$ cat src/rtl/bp_pkg.sv
// Shared constants and types for the branch predictor: table geometry,
// 2-bit counter encodings and the bit positions inside the branch flag pair.
package bp_pkg;
    localparam int BHT_ENTRIES = 8;
    localparam int IDX_W       = 3;
    localparam int TAG_W       = 27;
    localparam int FLAG_HIT    = 1;
    localparam int FLAG_TAKEN  = 0;

    typedef enum logic [1:0] {
        SNT = 2'b00,
        WNT = 2'b01,
        WT  = 2'b10,
        ST  = 2'b11
    } ctr_t;
endpackage

$ cat src/rtl/bp_sat_ctr.sv
// Combinational 2-bit saturating counter next-state: taken counts up to ST,
// not-taken counts down to SNT.
module bp_sat_ctr
    import bp_pkg::*;
(
    input  ctr_t ctr,
    input  logic taken,
    output ctr_t ctr_next
);
    always_comb begin
        ctr_next = ctr;
        if (taken) begin
            if (ctr != ST) ctr_next = ctr_t'(ctr + 2'd1);
        end else begin
            if (ctr != SNT) ctr_next = ctr_t'(ctr - 2'd1);
        end
    end
endmodule

$ cat src/rtl/branch_predict_ctrl.sv
// 8-entry direct-mapped branch target buffer with 2-bit direction counters.
// Optional macro BHT_STATS_EN adds BranchCnt/MissCnt statistics outputs.
module branch_predict_ctrl
    import bp_pkg::*;
(
    input  logic             clk,
    input  logic             rst,
    input  logic [31:0]      PCF,
    input  logic [31:0]      PCE,
    input  logic             EnE,
    input  logic             BranchE,
    input  logic             BrTakenE,
    input  logic [31:0]      BrTargetE,
    input  logic [1:0]       BranchFlagsE,
    input  logic [IDX_W-1:0] BranchIndexE,
    output logic [31:0]      PredPC,
    output logic [1:0]       BranchFlags,
    output logic [IDX_W-1:0] BranchIndex,
    output logic             MispredictE,
    output logic [31:0]      RedirectPC
`ifdef BHT_STATS_EN
    ,
    output logic [31:0]      BranchCnt,
    output logic [31:0]      MissCnt
`endif
);
    logic             valid_q  [BHT_ENTRIES];
    logic [TAG_W-1:0] tag_q    [BHT_ENTRIES];
    logic [31:0]      target_q [BHT_ENTRIES];
    ctr_t             ctr_q    [BHT_ENTRIES];

    // Fetch-side lookup always reads pre-edge state, so a same-cycle update
    // at the same index is not forwarded.
    logic [IDX_W-1:0] f_idx;
    logic             f_hit;
    logic             f_taken;

    assign f_idx       = PCF[4:2];
    assign f_hit       = valid_q[f_idx] && (tag_q[f_idx] == PCF[31:5]);
    assign f_taken     = f_hit && (ctr_q[f_idx] inside {WT, ST});
    assign PredPC      = f_taken ? target_q[f_idx] : PCF + 32'd4;
    assign BranchFlags = {f_hit, f_taken};
    assign BranchIndex = f_idx;

    // The fetch-time hit flag may be stale by EX; hit is recomputed here.
    logic unused_hit_flag;
    assign unused_hit_flag = BranchFlagsE[FLAG_HIT];

    logic [IDX_W-1:0] e_idx;
    logic             br_upd;
    logic             alias_inv;
    logic             e_hit;
    logic             pred_taken;
    logic             tgt_wrong;
    ctr_t             ctr_next;

    assign e_idx      = BranchIndexE;
    assign br_upd     = EnE && BranchE;
    assign alias_inv  = EnE && !BranchE && BranchFlagsE[FLAG_TAKEN];
    assign e_hit      = valid_q[e_idx] && (tag_q[e_idx] == PCE[31:5]);
    assign pred_taken = BranchFlagsE[FLAG_TAKEN];
    assign tgt_wrong  = BrTakenE && pred_taken && (target_q[e_idx] != BrTargetE);

    assign MispredictE = (br_upd && ((pred_taken != BrTakenE) || tgt_wrong)) || alias_inv;
    assign RedirectPC  = (!alias_inv && BrTakenE) ? BrTargetE : PCE + 32'd4;

    bp_sat_ctr u_sat_ctr (
        .ctr      (ctr_q[e_idx]),
        .taken    (BrTakenE),
        .ctr_next (ctr_next)
    );

    always_ff @(posedge clk) begin
        if (rst) begin
            for (int i = 0; i < BHT_ENTRIES; i++) begin
                valid_q[i] <= 1'b0;
                ctr_q[i]   <= WNT;
            end
        end else if (br_upd) begin
            if (e_hit) begin
                ctr_q[e_idx] <= ctr_next;
                if (BrTakenE) target_q[e_idx] <= BrTargetE;
            end else if (BrTakenE) begin
                valid_q[e_idx]  <= 1'b1;
                tag_q[e_idx]    <= PCE[31:5];
                target_q[e_idx] <= BrTargetE;
                ctr_q[e_idx]    <= WT;
            end
        end else if (alias_inv) begin
            // A non-branch predicted taken means the entry aliases: drop it.
            valid_q[e_idx] <= 1'b0;
        end
    end

`ifdef BHT_STATS_EN
    always_ff @(posedge clk) begin
        if (rst) begin
            BranchCnt <= 32'd0;
            MissCnt   <= 32'd0;
        end else begin
            if (br_upd)      BranchCnt <= BranchCnt + 32'd1;
            if (MispredictE) MissCnt   <= MissCnt + 32'd1;
        end
    end
`endif
endmodule

$ cat config.mk
export PLATFORM = sky130hd
export DESIGN_NAME = branch_predict_ctrl
export DESIGN_NICKNAME = d
export VERILOG_FILES = /design/src/rtl/bp_pkg.sv /design/src/rtl/bp_sat_ctr.sv /design/src/rtl/branch_predict_ctrl.sv
export SDC_FILE = /design/constraint.sdc
export NUM_CORES = 1
export LEC_CHECK = 0
export ABC_CLOCK_PERIOD_IN_PS = 7350
export CAP_MARGIN = 20
export CORE_MARGIN = 2
export CORE_UTILIZATION = 35
export DETAILED_ROUTE_END_ITERATION = 10
export PLACE_DENSITY = 0.55
export SETUP_SLACK_MARGIN = 0.4
export SLEW_MARGIN = 20
export SYNTH_ARGS = -nofsm -noshare
export SYNTH_HDL_FRONTEND = slang
export SYNTH_SLANG_ARGS = --single-unit
export TNS_END_PERCENT = 10
$ cat constraint.sdc
create_clock -name clk -period 7.35 [get_ports clk]
set_input_delay 1.47 -clock clk [delete_from_list [all_inputs] [get_ports clk]]
set_output_delay 1.47 -clock clk [all_outputs]
set_load 0.01 [all_outputs]
Word-level counts from Yosys, hierarchy flattened
Memories as Yosys holds them, arrays and structs flattened.
Cells that the tools add are included.
Word-level totals
  register bits after elaboration: 0
  RAM bits: 496
  input port bits: 106
  logic and storage cells: 69
  memories kept: 4
Operators by class
  add/subtract/negate cells: 4
  eq/ne operators: 7
  muxes and demuxes: 33
  bitwise operators: 3
  reductions and logical operators: 18
Memory list
  target_q: words 8, width 32, read ports 2, clocked after Yosys merged registers in 0, wr ports 1, line branch_predict_ctrl.sv:29  | logic [31:0] target_q [BHT_ENTRIES];
  tag_q: words 8, width 27, read ports 2, clocked after Yosys merged registers in 0, wr ports 1, line branch_predict_ctrl.sv:28  | logic [TAG_W-1:0] tag_q [BHT_ENTRIES];
  ctr_q: words 8, width 2, read ports 2, clocked after Yosys merged registers in 0, wr ports 8, line branch_predict_ctrl.sv:30  | ctr_t ctr_q [BHT_ENTRIES];
  valid_q: words 8, width 1, read ports 2, clocked after Yosys merged registers in 0, wr ports 8, line branch_predict_ctrl.sv:27  | logic valid_q [BHT_ENTRIES];
Operators by type and width (count)
  two-way mux 32 bit: 3
  adder 32 x 3 -> 32 bit, second input constant: 2
  equality test 27 bit: 2
  != test 32 bit: 1
  two-way mux 1 bit: 23
  logical AND 1 bit: 10
  two-way mux 2 bit: 5
  two-way mux 3 bit: 2
  equality test 2 bit, second input constant: 2
  nonzero test 2 bit: 2
  OR 1 bit: 3
  adder 2 x 1 -> 2 bit, second input constant: 1
  logical NOT 1 bit: 2
  logical OR 1 bit: 2
  != test 2 bit, second input constant: 1
  OR reduction 2 bit: 1
  subtractor 2 x 1 -> 2 bit, second input constant: 1
  != test 1 bit: 1
  OR reduction 1 bit: 1

Logic depth before layout (Yosys ltp)
Gate-level depths: netlist (run 1).
  depth in word-level cells: 10
  gate-level depth with buffers: 14
  depth with buffers taken out: 9

By module
From an unflattened synthesis (run 1), not the netlist that was laid out.
Second synthesis, totals
  cell total of the unflattened synthesis: 1526
  area, all modules: 25574.5 µm²
Modules (own cells, without submodules)
  branch_predict_ctrl: times used 1, cells an instance 1523, area an instance 25548.3 µm²
  bp_sat_ctr: times used 1, cells an instance 3, area an instance 26.3 µm²

Worst setup path before layout (run 1)
Ideal clock, no wire load.
  path type: in2reg
  from: in BranchIndexE[0]
  to: mem tag_q[1][0], enable pin
  library setup time: 445 ps
  data arrival time: 5341 ps
  required time: 6905 ps
  slack: 1564 ps
  stages: 10
  buffers on the path: 2
  cells stage by stage: buf_2 mux4_2 and2_1 mux4_2 nand3_1 nor4_1 nand2_1 nand3_1 buf_2 nor3_1
Between the ends
  longest elaborated chain between the ends: 7
Ends and longest elaborated chain
  start: declaration: line branch_predict_ctrl.sv:15  | input logic [IDX_W-1:0] BranchIndexE,
  memory (8 x 27 bit)
  equality test 27 bit: line branch_predict_ctrl.sv:60  | assign e_hit = valid_q[e_idx] && (tag_q[e_idx] == PCE[31:5]);
  logical AND 1 bit: line branch_predict_ctrl.sv:60
  two-way mux 1 bit: line branch_predict_ctrl.sv:80  | if (e_hit) begin
  two-way mux 1 bit: line branch_predict_ctrl.sv:79  | end else if (br_upd) begin
  two-way mux 1 bit: line branch_predict_ctrl.sv:74  | if (rst) begin
  two-way mux 1 bit (implied by the code): line branch_predict_ctrl.sv:85  | tag_q[e_idx] <= PCE[31:5];
  end: declaration: line branch_predict_ctrl.sv:28
Several ways; a longest one is shown, not always the timed one.

Final worst setup path (run 1)
  from: in PCF[4]
  to: out PredPC[20]
Between the ends
  longest elaborated chain between the ends: 5
Ends and longest elaborated chain
  start: declaration: line branch_predict_ctrl.sv:8  | input logic [31:0] PCF,
  branches (longest 4 deep; another with adder 32 x 3 -> 32 bit)
  two-way mux 32 bit (*): line branch_predict_ctrl.sv:41  | assign PredPC = f_taken ? target_q[f_idx] : PCF + 32'd4;
  end: declaration: line branch_predict_ctrl.sv:16  | output logic [31:0] PredPC,
Mark *: on every way between the ends.

==> results of run 1 <==
## synth_stat cells (17+ instances only)
cell type,instances
sky130_fd_sc_hd__nand4_1,39
sky130_fd_sc_hd__mux2i_1,128
sky130_fd_sc_hd__xnor2_1,22
sky130_fd_sc_hd__nand3_1,29
sky130_fd_sc_hd__clkbuf_1,28
sky130_fd_sc_hd__buf_2,46
sky130_fd_sc_hd__o21ai_0,22
sky130_fd_sc_hd__nand2_1,67
sky130_fd_sc_hd__nor2_1,82
sky130_fd_sc_hd__xor2_1,114
sky130_fd_sc_hd__a21oi_1,44
sky130_fd_sc_hd__mux4_2,239
sky130_fd_sc_hd__and3_1,17
sky130_fd_sc_hd__edfxtp_1,496
## metal layers
layer / global-route usage [%] / share of wire, % / routed length [um] / vias up
met1: 29.5 / 42 / 34200 / 8380
met3: 4.12 / 7.5 / 6110 / 111
met2: 35.5 / 48 / 39400 / 656
li1: - / - / - / 6608
met5: 0 / 0.092 / 75 / -
met4: 5.26 / 2.0 / 1620 / 10
## worst max-delay path: stages
cell                              delay [ns]
sky130_fd_sc_hd__buf_4                  0.35
sky130_fd_sc_hd__buf_4                  0.31
sky130_fd_sc_hd__mux4_2                 0.32
sky130_fd_sc_hd__mux2i_1                0.49
sky130_fd_sc_hd__xor2_1                 0.19
sky130_fd_sc_hd__nand4_1                0.18
sky130_fd_sc_hd__a2111oi_4              0.29
sky130_fd_sc_hd__and3_2                 0.27
sky130_fd_sc_hd__buf_4                  0.25
sky130_fd_sc_hd__buf_4                  0.29
sky130_fd_sc_hd__mux2i_1                0.33
sky130_fd_sc_hd__clkdlybuf4s50_1        0.60
## worst paths after layout
check,slack [ns],endpoint,from
max,0.51,PredPC[20],PCF[4]
min,0.92,ctr_q[4][1],ctr_q[4][0]
max reg2reg,3.67,tag_q[4][20],valid_q[5]
min reg2reg,0.92,ctr_q[4][1],ctr_q[4][0]
## final cells by class
type / count / area [um2] / area share [%]
diodes: 2 / 5.00 / 0.0164
clock buffers: 64 / 1450 / 4.75
clock inverters: 38 / 317 / 1.03
inverters: 7 / 26.3 / 0.0859
multi-input cells: 912 / 10300 / 33.7
flip-flops and latches: 496 / 14900 / 48.7
well taps: 959 / 1200 / 3.92
repair buffers: 249 / 2400 / 7.84
## repair_timing
| item | 4_1_cts | 5_1_grt |
|---|---|---|
| hold endpoints to repair | 0 | 0 |
| resized for setup | 0 | 16 |
| setup endpoints to repair | 0 | 17 |
## flip-flops by register name (all words and copies together), names as in the netlist
| register | cells |
|---|---|
| target_q | 256 |
| ctr_q | 16 |
| valid_q | 8 |
| tag_q | 216 |
## through the flow
step / util (%) / area [um2] / cells / total power [mW]
2_1_floorplan: - / 25600 / 1518 / 3.61
3_3_place_gp: 39.5 / 28700 / 2622 / 3.98
3_5_place_dp: 39.5 / 28700 / 2622 / 3.98
4_1_cts: 41.9 / 30500 / 2724 / 6.72
5_1_grt: 42.1 / 30600 / 2726 / 6.88
6_report: 42.1 / 30600 / 2727 / 6.67
## power by group
group / switching [mW] / leakage [nW] / internal (mW)
Sequential: 0.0116 / 4.49 / 3.14
Combinational: 0.441 / 4.53 / 0.337
Clock: 1.16 / 0.871 / 1.58
## cells by family after synthesis
family,synth area share (%)
simple gates,5.56
compound gates,2.48
fa+ha+maj,0.147
flops,58.2
xor+xnor,4.66
mux,26.7
buf+inv,2.24
==> impl_metrics.ini, run 1 <==
[status]
status = finished, final reports clean

[synthesis]
synthDominantAreaCellType = sky130_fd_sc_hd__edfxtp_1
synth.yosys.seq_area_share_pct = 58.2
netlist.area_leader.share_pct = 58.2
synth_area_um2 = 25600
synthesis.yosys.warnings = 0
syn_nets = 1627
synthCells = 1518
ys_ff_latch = 496
synth.area.top_cells = sky130_fd_sc_hd__edfxtp_1, sky130_fd_sc_hd__mux4_2, sky130_fd_sc_hd__mux2i_1
synth_edf_count = 496
synth.avg_cell_area_um2 = 16.9
yosys.cell_types.count = 55
synth_async_reset_ratio_pct = 0
synth_flop_cell = sky130_fd_sc_hd__edfxtp_1

[floorplanning]
initial_core_util_pct = 35.2
core_um2 = 72700
placementRows = 99
floorplan.io_pins = 176
dieArea_um2 = 75300
die_width_um = 274
floorplan.die.height_um = 274

[setup_path]
worst-setup-path-type = in2out
ff2ff_path_depth = 10
crit_path_start_kind = input port
crit_path_end_kind = primary output
worst_ep_arrival_time_ns = 5.37
crit_fanout = 24
timing.critical_path.required_ns = 5.88

[drt]
drtPass1Iterations = 5
routed_wire_length_per_instance_um = 29.9
via_count = 15800
drc_errors = 0
dr.first_iter.drc_count = 1661
wirelength_um = 81400
final_antenna_net_count = 0
post_drt_via_cell_ratio = 5.78

[finish]
num-nets-final = 1831
areaGrowthSynthToFinish_pct = 19.6
most-common-layout-cells = sky130_fd_sc_hd__edfxtp_1, sky130_fd_sc_hd__mux4_2, sky130_fd_sc_hd__clkdlybuf4s50_1, sky130_fd_sc_hd__mux2i_1, sky130_fd_sc_hd__xor2_1
filler_cell_count = 6498
layout_cell_share_with_drive_strength_beyond_1_pct = 25.5
layout_commonest_cell = sky130_fd_sc_hd__edfxtp_1

[run]
max_cap_viol_count = 0

[worst_hold_path]
min-delay-path-class = reg2reg
min_delay_path_depth = 4

[clock_tree]
numCtsBuffers = 56
max-clock-path-buffers = 3
htreeDepth = 2
clock_latency_ns = 0.61
post_cts.repair.setup_buffers = 0
root_buffer = sky130_fd_sc_hd__clkbuf_16
clkSinkCount = 496
worst_setup_hold_path_clk_slew_ns = 0.06
tritoncts = built
cts_hold_buf = 0

[pwr]
power.static_leakage_nw = 9.89
ir_drop_uv = 176
powerDensity_nw_per_um2 = 218

[timing]
setup_viol_count_final = 0
timing.clock.skew_ns = 0.0260
timing.max_slew.rel_slack_pct = 27.5
fin_worst_hold_slack_ns = 0.921
final_min_period_over_clock_period_pct = 93.1
maxClockFrequency_mhz = 146
hold_viol = 0
setup_total_negative_slack_ns = 0
rsz0062_at_grt = false
setup_slack_ns = 0.507
max_slew_vio_count = 0
min_period_ns = 6.84
worstMarginPinSlew_ns = 1.08

[placed_design]
numPortBuffers = 174
routabilityCongestion = 0.846
dp_hpwl_um = 55100
pre_cts_ws_ns = 0.442

[global_route]
grt_start_max_net_pins = 65
grt_first_pass_wirelength_um = 116000
total_grt_overflow = 0
gr-usage-all-layers_pct = 21.5
number_of_global_route_vias_before_repair = 16000
grt_antenna_before_repair = 6
Note: power is estimated with default switching activity, not from simulation.
==> run 2, diff against run 1 <==
Settings changed: CORE_UTILIZATION 35 to 47, PLACE_DENSITY 0.55 to 0.69.
==> impl_metrics.ini, run 2 (synthesized netlist as in run 1, its figures left out) <==
[status]
status = finished, final reports clean

[finish]
num-nets-final = 1803
most-common-layout-cells = sky130_fd_sc_hd__edfxtp_1, sky130_fd_sc_hd__mux4_2, sky130_fd_sc_hd__clkdlybuf4s50_1, sky130_fd_sc_hd__mux2i_1, sky130_fd_sc_hd__xor2_1
fin_cells = 2426
largest_register_ffs = 256
registers.top_by_ff_count = target_q
layout_cell_share_with_drive_strength_beyond_1_pct = 23.8
final_util_pct = 55.5
areaGrowthSynthToFinish_pct = 16.7
reg_top3 = target_q x256, tag_q x216, ctr_q x16
layout_commonest_cell = sky130_fd_sc_hd__edfxtp_1
diodes = 0

[drt]
post_drt_via_cell_ratio = 6.49
dr.first_iter.drc_count = 1859
drtPass1Iterations = 7
routed_wire_length_per_instance_um = 30.8
final_antenna_net_count = 0
via_count = 15800
drc_errors = 0
wirelength_um = 74700

[clock_tree]
worst_setup_hold_path_clk_slew_ns = 0.06
clock_latency_ns = 0.59
root_buffer = sky130_fd_sc_hd__clkbuf_16
htreeDepth = 2
numCtsBuffers = 52
cts_hold_buf = 0
max-clock-path-buffers = 3
clkSinkCount = 496
tritoncts = built

[global_route]
grt_antenna_before_repair = 4
number_of_global_route_vias_before_repair = 15700
total_grt_overflow = 0
grt_start_max_net_pins = 71
grt_first_pass_wirelength_um = 108000
gr-usage-all-layers_pct = 26.6

[setup_path]
ff2ff_setup_slack_ns = 3.65
crit_path_start_kind = input port
crit_fanout = 45
crit_path_end_kind = primary output
worst_ep_arrival_time_ns = 5.34
ff2ff_path_depth = 10
worst-setup-path-type = in2out
timing.critical_path.required_ns = 5.88

[timing]
timing.max_slew.rel_slack_pct = 26.7
rsz0062_at_grt = false
min_period_ns = 6.81
setup_viol_count_final = 0
setup_total_negative_slack_ns = 0
maxClockFrequency_mhz = 147
max_slew_vio_count = 0
worstMarginPinSlew_ns = 1.10
timing.clock.skew_ns = 0.00975
final_min_period_over_clock_period_pct = 92.6
hold_viol = 0

[floorplanning]
core_um2 = 53800
placementRows = 85
dieArea_um2 = 56300
floorplan.die.height_um = 237
floorplan.io_pins = 176
initial_core_util_pct = 47.5
die_width_um = 237

[pwr]
portion_of_total_power_attributed_to_combinational_logic_pct = 11.6
ir_drop_uv = 253
internal_power_mw = 4.95
power.share.clock_pct = 39.7
sequential_fraction_of_design_power_pct = 48.8
powerDensity_nw_per_um2 = 216
p_sw_share_pct = 23.4
power.static_leakage_nw = 9.69
post_layout_power_mw = 6.46
power.switching_mw = 1.51

[placed_design]
dp_hpwl_um = 49900
routabilityCongestion = 0.938
numPortBuffers = 174
place_inst = 2336

[worst_hold_path]
min-delay-path-class = reg2reg
min_delay_path_depth = 4

[run]
max_cap_viol_count = 0
## run 2: cell types whose count changed in the layout (fill, tap and decap cells not counted), moves of 2 or more
cell,previous run,this run
sky130_fd_sc_hd__clkinv_1,16,10
sky130_fd_sc_hd__buf_6,5,2
sky130_fd_sc_hd__mux2i_2,7,1
sky130_fd_sc_hd__buf_4,69,47
sky130_fd_sc_hd__clkbuf_16,58,54
sky130_fd_sc_hd__diode_2,2,0
sky130_fd_sc_hd__clkinv_2,11,8
sky130_fd_sc_hd__nor2_2,0,5
sky130_fd_sc_hd__mux2i_1,121,127
sky130_fd_sc_hd__buf_12,3,5
sky130_fd_sc_hd__clkinvlp_4,1,4
sky130_fd_sc_hd__clkinv_4,4,2
sky130_fd_sc_hd__nor2_4,14,9
## run 2: final timing paths
path / from / endpoint
max: PCF[2] / PredPC[6]
min: ctr_q[4][0] / ctr_q[4][1]
max reg2reg: valid_q[5] / tag_q[4][25]
min reg2reg: ctr_q[4][0] / ctr_q[4][1]
## run 2: area by class of cell
class | count | area (um2)
clock buffer | 61 | 1360
fill | 4214 | 24000
timing repair buffer | 225 | 2210
inverter | 7 | 26.3
sequential | 496 | 14900
multi-input combinational | 912 | 10200
tap | 696 | 871
clock inverter | 29 | 275
## run 2: layer usage
layer / vias to the layer above / GRT usage, % / wire length [um]
met1: 8121 / 35.8 / 28800
met4: 8 / 9.21 / 2620
li1: 6557 / - / -
met3: 144 / 6.09 / 7610
met2: 923 / 42.9 / 35600
met5: - / 0 / 46
## run 2: worst max-delay path: stages
cell and delay, ns:
sky130_fd_sc_hd__clkbuf_16 0.31, sky130_fd_sc_hd__mux4_2 0.54, sky130_fd_sc_hd__mux2i_1 0.18, sky130_fd_sc_hd__xor2_1 0.25
sky130_fd_sc_hd__o2111ai_1 0.40, sky130_fd_sc_hd__a2111oi_2 0.48, sky130_fd_sc_hd__and3_2 0.32, sky130_fd_sc_hd__buf_12 0.25
sky130_fd_sc_hd__mux2i_1 0.12, sky130_fd_sc_hd__a211oi_2 0.38, sky130_fd_sc_hd__clkdlybuf4s50_1 0.61
## run 2: power by group through the flow
stage	sequential (mW)	clock (mW)	combinational (mW)
6_report	3.15	2.56	0.749
5_1_grt	3.15	2.70	0.787
4_1_cts	3.15	2.59	0.747
3_5_place_dp	3.21	0	0.743
3_3_place_gp	3.21	0	0.734
2_1_floorplan	3.21	0	0.409
## run 2: repair_timing
action / CTS / global route
resized for setup: 1 / 5
setup buffers: 0 / 0
endpoints found under the setup margin: 1 / 14
endpoints found under the hold margin: 0 / 0
## run 2: per-stage QoR
stage	hold slack (ns)	worst slack, ns	area [um2]
2_1_floorplan	0.883	1.56	25600
3_3_place_gp	0.867	0.431	28200
3_5_place_dp	0.912	0.400	28200
4_1_cts	0.932	0.420	29800
5_1_grt	1.03	0.406	29900
6_report	0.956	0.541	29900
